`config.mk`:
```
export PLATFORM = sky130hd
export DESIGN_NAME = pc_unit_flat
export DESIGN_NICKNAME = d
export VERILOG_FILES = /design/src/rtl/pc_unit_pkg.sv /design/src/rtl/pc_unit_if.sv /design/src/rtl/pc_unit_branch_lut.sv /design/src/rtl/pc_unit.sv /design/src/flat_wrapper.sv
export SDC_FILE = /design/constraint.sdc
export NUM_CORES = 1
export LEC_CHECK = 0
export CELL_PAD_IN_SITES_DETAIL_PLACEMENT = 0
export CELL_PAD_IN_SITES_GLOBAL_PLACEMENT = 1
export CORE_MARGIN = 4
export CORE_UTILIZATION = 27
export CTS_BUF_LIST = sky130_fd_sc_hd__clkbuf_16
export CTS_CLUSTER_SIZE = 10
export DETAILED_ROUTE_END_ITERATION = 16
export HOLD_SLACK_MARGIN = 0.08
export PLACE_DENSITY = 0.78
export REMOVE_ABC_BUFFERS = 1
export SLEW_MARGIN = 20
export SYNTH_ARGS = -nofsm -noshare
export SYNTH_HDL_FRONTEND = slang
export SYNTH_SLANG_ARGS = --single-unit
```
`constraint.sdc`:
```
create_clock -name clk_i -period 2 [get_ports clk_i]
set_input_delay 0.4 -clock clk_i [delete_from_list [all_inputs] [get_ports clk_i]]
set_output_delay 0.4 -clock clk_i [all_outputs]
set_load 0.02 [all_outputs]
```
`src/rtl/pc_unit_pkg.sv`:
```
// Shared types and constants for the program-counter / fetch-sequencing stage.
// Holds the state enum, the width defaults and the branch-target table.
package pc_unit_pkg;

    localparam int PC_W_DEFAULT      = 10;
    localparam int LUT_IDX_W_DEFAULT = 5;
    localparam int LUT_DEPTH         = 2 ** LUT_IDX_W_DEFAULT;
    localparam int CYCLES_W          = 16;

    typedef enum logic [1:0] {
        IDLE = 2'd0,
        RUN  = 2'd1,
        DONE = 2'd2
    } pc_state_e;

    // Entries are two's complement; they are absolute targets for jumps and offsets for branches.
    localparam logic [PC_W_DEFAULT-1:0] BR_LUT [LUT_DEPTH] = '{
        10'd0, 10'd0, 10'd0, 10'h3FC, 10'd0, 10'd100, 10'd0, 10'd0,
        10'd0, 10'd0, 10'd0, 10'd0,   10'd0, 10'd0,   10'd0, 10'd0,
        10'd0, 10'd0, 10'd0, 10'd0,   10'd0, 10'd0,   10'd0, 10'd0,
        10'd0, 10'd0, 10'd0, 10'd0,   10'd0, 10'd0,   10'd0, 10'd0
    };

    function automatic logic [CYCLES_W-1:0] sat_inc(input logic [CYCLES_W-1:0] value);
        if (value == {CYCLES_W{1'b1}}) begin
            return value;
        end
        return value + CYCLES_W'(1);
    endfunction

endpackage

```
`src/rtl/pc_unit_if.sv`:
```
// Control/status bundle between the decoder/testbench side (master) and pc_unit (slave).
interface pc_unit_if
    import pc_unit_pkg::*;
#(
    parameter int PC_W      = PC_W_DEFAULT,
    parameter int LUT_IDX_W = LUT_IDX_W_DEFAULT
);

    logic                 start;
    logic [PC_W-1:0]      start_addr;
    logic                 halt;
    logic                 stall;
    logic                 br_en;
    logic                 branch;
    logic                 jump;
    logic [LUT_IDX_W-1:0] lut_idx;

    logic [PC_W-1:0]      pc;
    logic                 running;
    logic                 done;
    logic [CYCLES_W-1:0]  cycles;

    modport master (
        output start, start_addr, halt, stall, br_en, branch, jump, lut_idx,
        input  pc, running, done, cycles
    );

    modport slave (
        input  start, start_addr, halt, stall, br_en, branch, jump, lut_idx,
        output pc, running, done, cycles
    );

endinterface

```
`src/rtl/pc_unit_branch_lut.sv`:
```
// Combinational branch-target lookup, kept on its own so the assembler can regenerate it.
module branch_lut
    import pc_unit_pkg::*;
#(
    parameter int PC_W      = PC_W_DEFAULT,
    parameter int LUT_IDX_W = LUT_IDX_W_DEFAULT
) (
    input  logic [LUT_IDX_W-1:0] lut_idx_i,
    output logic [PC_W-1:0]      target_o
);

    // Sign-extend (or truncate) the table entry so offsets stay correct for any PC width.
    always_comb begin
        target_o = '0;
        for (int k = 0; k < LUT_DEPTH; k++) begin
            if (32'(lut_idx_i) == k) begin
                target_o = PC_W'($signed(BR_LUT[k]));
            end
        end
    end

endmodule

```
`src/rtl/pc_unit.sv`:
```
// Program counter and fetch sequencer: IDLE -> RUN -> DONE with start/halt handshake.
// Optional executed-cycle counter enabled by defining PC_UNIT_CYCLE_COUNT_EN.
module pc_unit
    import pc_unit_pkg::*;
#(
    parameter int PC_W      = PC_W_DEFAULT,
    parameter int LUT_IDX_W = LUT_IDX_W_DEFAULT
) (
    input  logic    clk_i,
    input  logic    rst_i,
    pc_unit_if.slave bus
);

    pc_state_e       state_q, state_d;
    logic [PC_W-1:0] pc_q, pc_d;
    logic [PC_W-1:0] lut_target;

    branch_lut #(
        .PC_W      (PC_W),
        .LUT_IDX_W (LUT_IDX_W)
    ) u_branch_lut (
        .lut_idx_i (bus.lut_idx),
        .target_o  (lut_target)
    );

    always_ff @(posedge clk_i or posedge rst_i) begin
        if (rst_i) begin
            state_q <= IDLE;
            pc_q    <= '0;
        end else begin
            state_q <= state_d;
            pc_q    <= pc_d;
        end
    end

    // BRANCH arrives combinationally from the ALU in the same cycle as the PC it qualifies.
    always_comb begin
        state_d = state_q;
        pc_d    = pc_q;
        unique case (state_q)
            IDLE, DONE: begin
                if (bus.start) begin
                    state_d = RUN;
                    pc_d    = bus.start_addr;
                end
            end
            RUN: begin
                if (bus.start) begin
                    pc_d = bus.start_addr;
                end else if (bus.halt) begin
                    state_d = DONE;
                end else if (bus.stall) begin
                    pc_d = pc_q;
                end else if (bus.jump) begin
                    pc_d = lut_target;
                end else if (bus.br_en && bus.branch) begin
                    pc_d = pc_q + lut_target;
                end else begin
                    pc_d = pc_q + PC_W'(1);
                end
            end
            default: begin
                state_d = IDLE;
                pc_d    = '0;
            end
        endcase
    end

    assign bus.pc      = pc_q;
    assign bus.running = (state_q == RUN);
    assign bus.done    = (state_q == DONE);

`ifdef PC_UNIT_CYCLE_COUNT_EN
    logic [CYCLES_W-1:0] cycles_q, cycles_d;

    // Every edge spent in RUN counts, including the halting edge; START restarts from zero.
    always_comb begin
        cycles_d = cycles_q;
        if (bus.start) begin
            cycles_d = '0;
        end else if (state_q == RUN) begin
            cycles_d = sat_inc(cycles_q);
        end
    end

    always_ff @(posedge clk_i or posedge rst_i) begin
        if (rst_i) begin
            cycles_q <= '0;
        end else begin
            cycles_q <= cycles_d;
        end
    end

    assign bus.cycles = cycles_q;
`else
    assign bus.cycles = '0;
`endif

endmodule

```
`src/flat_wrapper.sv`:
```
// flat-port wrapper written by rule: the top's interface ports become plain ports
module pc_unit_flat import pc_unit_pkg::*;
#(
    parameter int PC_W      = PC_W_DEFAULT,
    parameter int LUT_IDX_W = LUT_IDX_W_DEFAULT
)
  (clk_i, rst_i, bus_start, bus_start_addr, bus_halt, bus_stall, bus_br_en, bus_branch, bus_jump, bus_lut_idx, bus_pc, bus_running, bus_done, bus_cycles);
  pc_unit_if #(.PC_W(PC_W), .LUT_IDX_W(LUT_IDX_W)) bus_i ();
  input  logic clk_i;
  input  logic rst_i;
  input wire logic [$bits(bus_i.start)-1:0] bus_start;
  input wire logic [$bits(bus_i.start_addr)-1:0] bus_start_addr;
  input wire logic [$bits(bus_i.halt)-1:0] bus_halt;
  input wire logic [$bits(bus_i.stall)-1:0] bus_stall;
  input wire logic [$bits(bus_i.br_en)-1:0] bus_br_en;
  input wire logic [$bits(bus_i.branch)-1:0] bus_branch;
  input wire logic [$bits(bus_i.jump)-1:0] bus_jump;
  input wire logic [$bits(bus_i.lut_idx)-1:0] bus_lut_idx;
  output wire logic [$bits(bus_i.pc)-1:0] bus_pc;
  output wire logic [$bits(bus_i.running)-1:0] bus_running;
  output wire logic [$bits(bus_i.done)-1:0] bus_done;
  output wire logic [$bits(bus_i.cycles)-1:0] bus_cycles;
  assign bus_i.start = bus_start;
  assign bus_i.start_addr = bus_start_addr;
  assign bus_i.halt = bus_halt;
  assign bus_i.stall = bus_stall;
  assign bus_i.br_en = bus_br_en;
  assign bus_i.branch = bus_branch;
  assign bus_i.jump = bus_jump;
  assign bus_i.lut_idx = bus_lut_idx;
  assign bus_pc = bus_i.pc;
  assign bus_running = bus_i.running;
  assign bus_done = bus_i.done;
  assign bus_cycles = bus_i.cycles;
  pc_unit #(.PC_W(PC_W), .LUT_IDX_W(LUT_IDX_W)) u_core (.clk_i(clk_i), .rst_i(rst_i), .bus(bus_i));
endmodule
```
==> results of run 1 <==
[sequential cells by signal, summed over array words and instances (netlist names)]
name            count
u_core.state_q      2
u_core.bus.pc      10
[worst max path at each step]
stage / startpoint / endpoint / depth (start not counted)
6_report: bus_lut_idx[4] / u_core.bus.pc[7] / 12
5_1_grt: bus_lut_idx[4] / u_core.bus.pc[9] / 12
4_1_cts: bus_lut_idx[4] / u_core.bus.pc[9] / 13
3_5_place_dp: bus_lut_idx[0] / u_core.bus.pc[7] / 12
3_3_place_gp: bus_lut_idx[0] / u_core.bus.pc[7] / 12
2_1_floorplan: bus_lut_idx[3] / u_core.bus.pc[7] / 11
[synth_stat cells (2+ instances only)]
cell type,count
sky130_fd_sc_hd__buf_4,17
sky130_fd_sc_hd__o21ai_0,17
sky130_fd_sc_hd__a21oi_1,15
sky130_fd_sc_hd__nand2_1,15
sky130_fd_sc_hd__nor2_1,14
sky130_fd_sc_hd__dfrtp_1,12
sky130_fd_sc_hd__ha_1,7
sky130_fd_sc_hd__inv_1,6
sky130_fd_sc_hd__xnor2_1,6
sky130_fd_sc_hd__clkbuf_1,5
sky130_fd_sc_hd__nand3_1,5
sky130_fd_sc_hd__a221oi_1,3
sky130_fd_sc_hd__a31oi_1,3
sky130_fd_sc_hd__nor2b_1,3
sky130_fd_sc_hd__xor2_1,3
sky130_fd_sc_hd__and2_1,2
sky130_fd_sc_hd__and3_1,2
sky130_fd_sc_hd__nor3_1,2
sky130_fd_sc_hd__o21a_1,2
sky130_fd_sc_hd__o21bai_1,2
sky130_fd_sc_hd__o31ai_1,2
[cell type report]
cell class,count,area (um2)
Inverter,7,41.3
Multi-Input combinational cell,141,1060
Sequential cell,12,300
Clock buffer,3,75.1
Tap cell,52,65.1
Fill cell,412,2280
Timing Repair Buffer,73,646
Clock inverter,1,3.75
[per-stage QoR]
step                cell area, um2  power, W
global placement              1850  0.000923
global route                  2200   0.00152
detailed placement            1850  0.000925
finish                        2200   0.00144
floorplan                     1180  0.000625
CTS                           2070   0.00137
[what timing repair did]
item	4_1_cts	5_1_grt
pin swaps	22	19
setup endpoints to repair	8	8
buffers inserted	4	2
resized for setup	50	23
[metal layers]
metal / vias to the layer above / GRT usage
li1: 705 / -
met4: 0 / 0.0688
met3: 7 / 0.0129
met5: - / 0
met2: 44 / 0.239
met1: 662 / 0.180
[power breakdown]
group          switching (W)  leakage, nW  internal (W)  total [W]
combinational       0.000364        0.780      0.000364   0.000728
clock               0.000113       0.0385      0.000264   0.000378
sequential         0.0000514        0.145      0.000283   0.000334
total               0.000528        0.964      0.000911    0.00144
[kinds of logic after synthesis]
group	Yosys count
xor+xnor	9
fa+ha+maj	8
flops	12
mux	2
buf+inv	30
simple gates	51
compound gates	55
other cells	1
==> results summary, run 1 <==
The critical path arrival is 2.73 ns. STA classifies the critical path endpoint as a register. The first-pass GRT wire length came out at 6.82 mm. The peak clock frequency supported by timing is 0.385 GHz.

The nature of the critical path startpoint is an input port. The number of non-filler instances in the completed layout came out at 289. Summed over all layers, the global routing overflow is 0. The CTS buffer count is 3. CTS placed an instance of sky130_fd_sc_hd__clkbuf_16 at the clock tree root. Counting flops and latches in the post-synthesis netlist gives 12.

The slowest stage of the critical path belongs to the cell sky130_fd_sc_hd__or3b_4. The synthesized netlist cell count came out at 168. The most numerous cell type found on the critical path is sky130_fd_sc_hd__or3b_4. The warning count from the yosys run came out at 0. The standard-cell row count is 24. Setup violations remaining at the end of the flow were counted as 8. The routed design has 4.17 mm of wire. The count of H-tree levels built during CTS is 1. The total negative setup slack is -3.65 ns. The number of sinks handled by clock tree synthesis came out at 12. The worst hold-check path type is input port to async pin. No sink is reached through more buffers than the 2 on the longest clock path. Relative to the synthesized area, the layout overhead comes to 71.2%. The number of antenna violations at the first check in global routing is 0. The floorplan step defined a die boundary enclosing 5920 um2. The netlist area before placement came out at 1280 um2. The fraction of synthesis flops using an asynchronous set or reset pin is 1.00. Sorting the synthesized cells by area gives the leading types as sky130_fd_sc_hd__dfrtp_1 (23%), sky130_fd_sc_hd__buf_4 (10%), sky130_fd_sc_hd__ha_1 (6.8%), sky130_fd_sc_hd__o21ai_0 (6.6%), sky130_fd_sc_hd__a21oi_1 (5.9%).

Max-cap violations in this run came to 0. Averaged over all synthesized cells, the footprint is 7.63 um2. The count of hold buffers inserted by post-cts repair came out at 0.

The critical path in this run is classified as input port to register. Of the total synthesized cell area, the portion taken by full adders, half adders and majority gates is 0.0761. The slew of the pin with the lowest slew margin is 0.526 ns.

The count of unresolved DRC violations after routing is 0. The max-slew violation count is 0. The initial DRC count came out at 35. The area fraction in and, or, nand and nor cells after synthesis came out at 0.193. The met2 layer wire length in the routed design came out at 2.09 mm. The clock input transition at the sequential cells of the worst setup and hold paths came out at 0.05 ns.

The fraction of the yosys area taken by sequential cells is 0.234. The number of top-level pins is 51. The total vias in the final route came out at 1418. The number of nets in the layout is 268.

The number of global-route vias before repair is 1471. The number of distinct library cells after synthesis is 46. The number of optimization iterations in the first detailed-route pass came out at 4. The hold slack is 0.496 ns. The maximum cell stage delay along the critical path came out at 0.40 ns.

Together, buffers and inverters on the worst path number 1. The worst setup slack before clock tree synthesis came out at -1.50 ns. The most frequent standard cell in the layout excluding fill and tap cells is sky130_fd_sc_hd__buf_4.

The minimum period implied by the final worst setup slack is 2.60 ns. The count of nets left with antenna violations once routing finished came out at 0. The horizontal die dimension is 76.9 um.

Of all nets on the critical path, the largest fanout is 3. The checks that failed: negative setup slack. The leading area contributor after synthesis is sky130_fd_sc_hd__dfrtp_1. The pin count of the biggest net entering global routing came out at 13. Broken down by cell family, the worst path's largest delay share belongs to simple AND/OR/NAND/NOR gates.

The analysis attributes to cell leakage a power of 0.964 nW. The final weighted congestion of routability-driven global placement is 0.799. In this run the critical register-to-register path is launched from u_core.bus.pc[0]. After synthesis, the share of cell area in mux cells is 0.0166. The clock skew came out at 0.000725 ns. The prevailing post-synth register cell is sky130_fd_sc_hd__dfrtp_1.

The number of diodes added for antenna fixing is 0. In the finished design, the share of the clock period the worst path needs comes to 1.30. The dominant combinational cell family by area after synthesis is compound AO/OA/AOI/OAI gates. The post-layout utilization of the core is 0.491. Traced cell by cell, the critical path runs through buf_6, or3b_4, or3b_4, nor2_4, ha_4, a21oi_4, o21ai_2, a21o_2, a311oi_2, a41oi_1, nor3_2, o21ai_1. The global-route usage over all layers came out at 0.141. Setup repair after global routing could not meet its margin everywhere. The die outline height came out at 76.9 um. The number of flops mapped to enable cells by yosys is 0. The placeable core area came out at 4470 um2. In the final layout, the share of cells above drive strength 1 is 0.354. The HPWL after detailed placement came out at 3.09 mm. The starting utilization of the core area is 0.287. The total power divided by cell area came out at 655 nW/um2. The share of synthesized area in the top cell type comes to 0.234. The total routed wire length on the met1 layer came out at 1.83 mm.

VDD sags by at most 0.000405 V. The number of hold violations in the final report was 0. Across all setup checks in the final design, the least slack found is -0.600 ns.

The clock tree from TritonCTS is built. The synthesized-area fraction occupied by xor and xnor cells came out at 0.0615. The count of buffers from port buffering is 34. The path depth of the worst reg2reg path came out at 9. Wire segments on met3 add up to 145 um in the final route. The top layer reached by signal wires is met4. The run finished, with violations left.

The flop-to-flop setup slack came out at -0.03 ns. In this run the critical register-to-register path is captured at u_core.bus.pc[7]. The relative slew slack came out at 0.649. The routed length per instance came out at 14.4 um.

Counting tap cells, the placed design contains a total of 281 instances. The complex-gate fraction of the synthesized area came out at 0.262. Dividing the detail-routed via count by the number of cells gives 4.91. For the worst setup path, the data required time is 2.13 ns.

The source-to-sink clock delay at the later pin of the worst-skew pair came out at 0.24 ns. In the layout the commonest cells are sky130_fd_sc_hd__buf_4 (33), sky130_fd_sc_hd__clkdlybuf4s50_1 (27), sky130_fd_sc_hd__conb_1 (16).
No activity file was read; power rests on OpenSTA's default activity.
==> inputs of run 2 (changes only) <==
CAP_MARGIN = 20   (was default)
GPL_TIMING_DRIVEN = 0   (was default)
==> results summary, run 2 (synthesis gave the netlist of run 1 again) <==
In this design, the critical path's most frequently occurring cell is sky130_fd_sc_hd__or3b_4. The final setup slack of the worst path is -0.672 ns (-0.0722 ns). The maximum net fanout on the critical path came to 4 (+1).

The final setup violation count came out at 8 (unchanged). The static leakage came out at 0.809 nW (-16%). The placeable core area came out at 4470 um2 (unchanged). The area growth from synthesis to layout is 51.5%. The slowest stage of the critical path is the sky130_fd_sc_hd__or3b_4 cell. The first-pass GRT wire length was 6.04 mm (-11%). The nature of the critical path startpoint is an input port. The count of buffers from port buffering came out at 34 (unchanged). The starting utilization of the core area is 0.287 (unchanged). The remaining antenna violation count was 0 (unchanged).

The die outline height was 76.9 um (unchanged). The initial DRC count is 46 (+31%). The max-slew violation count is 0 (unchanged). The minimum period implied by the final worst setup slack came to 2.67 ns (+0.0722 ns). The number of max-cap violations is 0 (unchanged). The combined buffer and inverter count along the critical path is 2 (+1). The vias per cell is 4.98 (+1.6%). The fraction of final layout cells sized beyond drive strength 1 came out at 0.240 (-0.114). The area of placed instances is 1590 um2 (-14%). The clock tree from TritonCTS is built. The source-to-sink clock delay at the later pin of the worst-skew pair is 0.24 ns (about the same). The critical path arrival is 2.79 ns (+0.06 ns). The required time of the critical path is 2.12 ns (about the same). The largest voltage drop on the vdd net came out at 0.000351 V (-13%). The relative slew slack came out at 0.387 (-0.262).

The total vias in the final route was 1296 (-8.6%). The aggregate global routing overflow came out at 0 (unchanged). The worst setup path is captured at a register. The HPWL after detailed placement is 2.62 mm (-15%). The final total power is 0.00132 W (-8.3%). The area of the die came out at 5920 um2 (unchanged). Setup repair after global routing could not meet its margin everywhere. The clock skew was 0.00183 ns (+0.00110 ns). The finished layout cell area is 1940 um2 (-12%). The total power divided by cell area was 679 nW/um2 (+3.6%). The count of unresolved DRC violations after routing is 0 (unchanged).

The library cell used most frequently in the layout, excluding fill and tap cells, is sky130_fd_sc_hd__clkdlybuf4s50_1. The number of global-route vias before repair is 1298 (-12%). The final weighted congestion of routability-driven global placement is 0.758 (-5.1%).

The number of antenna violations at the first check in global routing is 0 (unchanged). The global-route usage over all layers came out at 0.126 (-0.0156). The standard-cell row count was 24 (unchanged). The number of sinks handled by clock tree synthesis was 12 (unchanged). The clock input transition at the sequential cells of the worst setup and hold paths came out at 0.04 ns (about the same). The slew of the pin with the lowest slew margin came out at 0.920 ns (+0.393 ns). The horizontal die dimension is 76.9 um (unchanged). In this run the worst hold path is classified as input port to async pin. The maximum cell stage delay along the critical path came to 0.43 ns (+0.03 ns). The CTS buffer count was 3 (unchanged).

The number of diodes added for antenna fixing is 0 (unchanged). The number of top-level pins came to 51 (unchanged). The total routed wirelength came out at 3.66 mm (-12%). The number of optimization iterations in the first detailed-route pass was 4 (unchanged).

The pin count of the biggest net entering global routing came out at 15 (+2). The peak clock frequency supported by timing is 0.374 GHz (-2.7%). The flow ran to the end, but the final reports show violations. The hold slack is 0.491 ns (-0.00454 ns). The number of hold violations in the final report is 0 (unchanged). The cell at the root of the clock tree is sky130_fd_sc_hd__clkbuf_16.

The cell class contributing the biggest share of worst-path delay is simple AND/OR/NAND/NOR gates. The maximum clock path buffer count came out at 2 (unchanged). The final reports fail on negative setup slack. Traced cell by cell, the critical path runs through buf_6, or3b_4, or3b_4, nor2_4, ha_4, a21oi_4, buf_4, nand3_1, a311oi_2, a41oi_2, nor3_1, o21ai_1. The flip-flop count of the largest register, all copies and words added came to 10 (unchanged). The number of nets in the layout is 240 (-10%). The worst setup path is of the input port to register kind. The count of H-tree levels built during CTS is 1 (unchanged). The top cell types in the final layout, fill and taps aside, are sky130_fd_sc_hd__clkdlybuf4s50_1 (30), sky130_fd_sc_hd__conb_1 (16), sky130_fd_sc_hd__nand2_1 (14).

The routed length per instance is 14.1 um (-2.5%). The final worst-path cycle share is 1.34 (+0.0361).
-- run 2: cell types whose count changed in the layout (fill, tap and decap cells not counted), sizes merged --
| cell | previous run | this run |
|---|---|---|
| buf | 42 | 14 |
| clkdlybuf4s50 | 27 | 30 |
| dlygate4sd2 | 4 | 1 |
| clkinv | 2 | 1 |
-- run 2: final cells by class --
class | instances | area, um2
multi-input cells | 141 | 1040
clock buffers | 3 | 75.1
well taps | 52 | 65.1
fillers | 439 | 2530
repair buffers | 45 | 420
inverters | 7 | 38.8
flip-flops and latches | 12 | 300
-- run 2: worst reg2reg max path, stage by stage, from the launching register on --
cell                      delay [ns]
sky130_fd_sc_hd__dfrtp_1        0.39
sky130_fd_sc_hd__ha_2           0.21
sky130_fd_sc_hd__ha_2           0.22
sky130_fd_sc_hd__o21ai_4        0.16
sky130_fd_sc_hd__a21oi_2        0.07
sky130_fd_sc_hd__o21a_1         0.16
sky130_fd_sc_hd__o22a_1         0.22
sky130_fd_sc_hd__xor2_1         0.17
sky130_fd_sc_hd__o21ai_1        0.14
sky130_fd_sc_hd__o21ai_1        0.07
-- run 2: routing by layer --
metal | share of wire | vias to the layer above | routed length [um] | GRT usage
met4 | 0.015 | 0 | 55 | 0.0652
met1 | 0.43 | 599 | 1590 | 0.159
met3 | 0.052 | 4 | 189 | 0.0164
met2 | 0.50 | 42 | 1820 | 0.207
li1 | - | 651 | - | -
met5 | 0 | - | 0 | 0
-- run 2: final timing paths --
kind                                  startpoint               end  slack (ns)  cells past startpoint
worst max-delay path              bus_lut_idx[4]  u_core.bus.pc[7]       -0.67                     12
worst min-delay path                       rst_i  u_core.bus.pc[0]        0.49                      2
worst max register to register  u_core.bus.pc[0]  u_core.bus.pc[6]        0.03                      9
worst min register to register  u_core.bus.pc[6]  u_core.bus.pc[6]        0.54                      2
max in group asynchronous                  rst_i  u_core.bus.pc[6]        1.17                      2
min in group clk_i              u_core.bus.pc[6]  u_core.bus.pc[6]        0.54                      2
-- run 2: power by group --
group	leakage [nW]	total [W]	switching (W)	internal, W
clock	0.0370	0.000366	0.000105	0.000261
combinational	0.627	0.000603	0.000308	0.000295
sequential	0.145	0.000350	0.0000678	0.000283
total	0.809	0.00132	0.000481	0.000838
-- run 2: per-stage QoR --
stage | util | setup slack, ns | TNS [ns] | cells
final | 0.434 | -0.672 | -3.71 | 260
after global routing | 0.434 | -0.806 | -4.93 | 260
after CTS | 0.415 | -0.686 | -3.70 | 257
after detailed placement | 0.355 | -1.91 | -12.81 | 246
after global placement | 0.355 | -1.91 | -12.82 | 246
after floorplan | - | -1.06 | -5.91 | 160
-- run 2: what timing repair did --
action | in CTS | in global routing
endpoints found under the setup margin | 11 | 12
resized for setup | 44 | 13
setup buffers | 8 | 3
hold buffers | 0 | 0
cloned | 0 | 0
pin swaps | 19 | 11
==> edit, RTL diff (flow settings as in run 2) <==
The 3 states of `pc_state_e` get a one-hot encoding in 3 bits.
--- a/src/rtl/pc_unit_pkg.sv
+++ b/src/rtl/pc_unit_pkg.sv
@@ -7,10 +7,10 @@
     localparam int LUT_DEPTH         = 2 ** LUT_IDX_W_DEFAULT;
     localparam int CYCLES_W          = 16;
 
-    typedef enum logic [1:0] {
-        IDLE = 2'd0,
-        RUN  = 2'd1,
-        DONE = 2'd2
+    typedef enum logic [2:0] {
+        IDLE = 3'b001,
+        RUN  = 3'b010,
+        DONE = 3'b100
     } pc_state_e;
 
     // Entries are two's complement; they are absolute targets for jumps and offsets for branches.
Behaviour: same outputs for any inputs over 10 cycles, from zero or initial values and one cycle with rst_i high; not proved beyond that.
==> edit against run 2 <==
The run still ends with negative setup slack left; clock skew grew 0.0039 ns; setup slack gained 0.023 ns; synthesized area grew 1.3%; critical path type unchanged; global-route usage shrank 0.75 points; die area grew 1.1%; design area grew 0.13%; non-clock buffer count grew 1; sequential cell count grew 1; first-iteration DRC count grew 30%; final cell count grew 0.77%; routed wire length shrank 3.3%; highest routed layer unchanged; count of clock-buffer cells in the layout is the same.
Power is not compared: it rests on default switching activity, and its combinational part moved more than twofold at a synthesized area within 25%.
==> edit: results (changes against run 2) <==
gpl congestion 0.769 (+1.4%); top cells by area, synth dfrtp_1, buf_4, ha_1; gr usage total 11.8% (-0.75 points); GR Overflow Total 0 (unchanged); Layout Skew 0.00568 ns (+0.00385 ns); ant diodes 0 (unchanged); largest net degree at the start of global routing 16 (+1); placed instance area 1620 um^2 (+2.4%); r2r worst-path depth 8 (-1); layout cells sized above 1 21.9% (-2.1 points); clk slew on worst S/H paths 0.05 ns; Most used DFF post-synth dfrtp_1; Register-to-Register Setup Slack 0.01 ns (-0.02 ns); DP HPWL 2530 um (-3.6%); DR vias/cell 4.92 (-1.4%); critical path capture point u_core.bus.pc[8]$_DFFE_PP0P_; htree depth 1 (unchanged); hold slack 0.505 ns (+0.0140 ns); Critical path origin bus_lut_idx[3]; Longest Clk Path Bufs 2 (unchanged); Routed WL 3540 um (-3.3%); antenna violations before repair 0 (unchanged); largest stage delay on the critical path 0.41 ns (-0.02 ns); Worst Path Max Fanout 4 (unchanged); I/O Buffers 34 (unchanged); VDD IR max 0.527 mV; flip-flop count of the largest register after layout 10 (unchanged); Syn. warnings 0 (unchanged); critical path's slowest cell or3b_4; FF-to-FF Start u_core.bus.pc[0]$_DFFE_PP0P_; status finished, violations left; LEAKAGE 0.875 nW; Yosys cell types 41 (-11%); top cells by instance count after synthesis nor2_1, buf_4, nand2_1, o21ai_0, dfrtp_1; register area share after synthesis 25.1% (+1.7 points); clock latency on the worst-skew pair 0.24 ns (about the same); Final Worst Setup Slack -0.650 ns (+0.0228 ns); Fillers 446 (+1.6%); DR iter-0 viols 60 (+30%); Layout Nets 241 (+0.42%); Finish-stage setup viols 7 (-1); ys async rst share 100% (unchanged); Pre-Repair DR Iteration Count 4 (unchanged); root buffer cell clkbuf_16; min-delay worst type in2async; failing checks negative setup slack; Slew @ Worst Pin 0.571 ns (-0.349 ns); first-pass GRT wire length 5910 um (-2.1%); Inserted Clock Buffers 3 (unchanged)
## edit: changes by cell type in the layout (fill, tap and decap cells not counted), moves of 3 or more
cell | run 2 | this run
nor2_1 | 13 | 18
buf_6 | 3 | 7
xnor2_1 | 3 | 7
a221oi_1 | 3 | 0
a31oi_1 | 2 | 5
inv_1 | 5 | 8
## edit: metrics by stage
stage          utilization [%]  worst slack [ns]  std cells  TNS [ns]
2_1_floorplan                -             -1.10        160     -6.89
3_3_place_gp              35.7             -1.86        246    -14.60
3_5_place_dp              36.1             -1.86        247    -12.00
4_1_cts                   41.0            -0.607        261     -3.66
5_1_grt                   43.2            -0.730        262     -4.39
6_report                  43.2            -0.650        262     -3.53
## edit: power by group
part | internal (W) | switching, W
clock network | 0.000264 | 0.000118
registers | 0.000387 | 0.000166
logic | 0.000661 | 0.000702
## edit: kinds of logic after synthesis
logic type	after synthesis	share of synthesized area [%]
AO/OA/AOI/OAI	47	23.1
XOR/XNOR	12	8.09
adder cells (fa/ha/maj)	8	7.51
buffers and inverters	32	14.0
flip-flops	13	25.1
multiplexers	2	1.54
other	1	0.289
AND/OR/NAND/NOR	54	20.3
## edit: worst min path at each step
stage	end	cells after the start
6_report	u_core.bus.pc[2]$_DFFE_PP0P_	2
5_1_grt	u_core.bus.pc[8]$_DFFE_PP0P_	2
3_5_place_dp	u_core.bus.pc[0]$_DFFE_PP0P_	2
3_3_place_gp	u_core.bus.pc[0]$_DFFE_PP0P_	2
4_1_cts	u_core.bus.pc[6]$_DFFE_PP0P_	2
2_1_floorplan	u_core.bus.pc[0]$_DFFE_PP0P_	1
## edit: repair_timing
item / 4_1_cts / 5_1_grt
pin swaps: 15 / 20
resized for setup: 34 / 18
buffers inserted: 10 / 2
setup endpoints to repair: 9 / 10
## edit: layer usage
layer	routed length [um]	vias up	share of wire [%]	track usage, %
met5	0	-	0	0
met4	36	0	1.0	2.14
met3	260	4	7.4	3.94
met2	1610	40	46	18.9
met1	1630	600	46	15.7
li1	-	644	-	-
## edit: worst max-delay path: cells and delay by family
| family | cells | cell delay [ns] |
|---|---|---|
| buf+inv | 1 | 0.09 |
| mux | 1 | 0.10 |
| compound gates | 4 | 0.87 |
| simple gates | 4 | 1.08 |
| fa+ha+maj | 1 | 0.24 |
## edit: layout make-up
class	instances	share of cell area [%]
sequential	13	16.8
inverter	8	1.54
multi-input combinational	139	51.2
tap	52	3.34
clock inverter	1	0.193
timing repair buffer	46	23.1
clock buffer	3	3.86
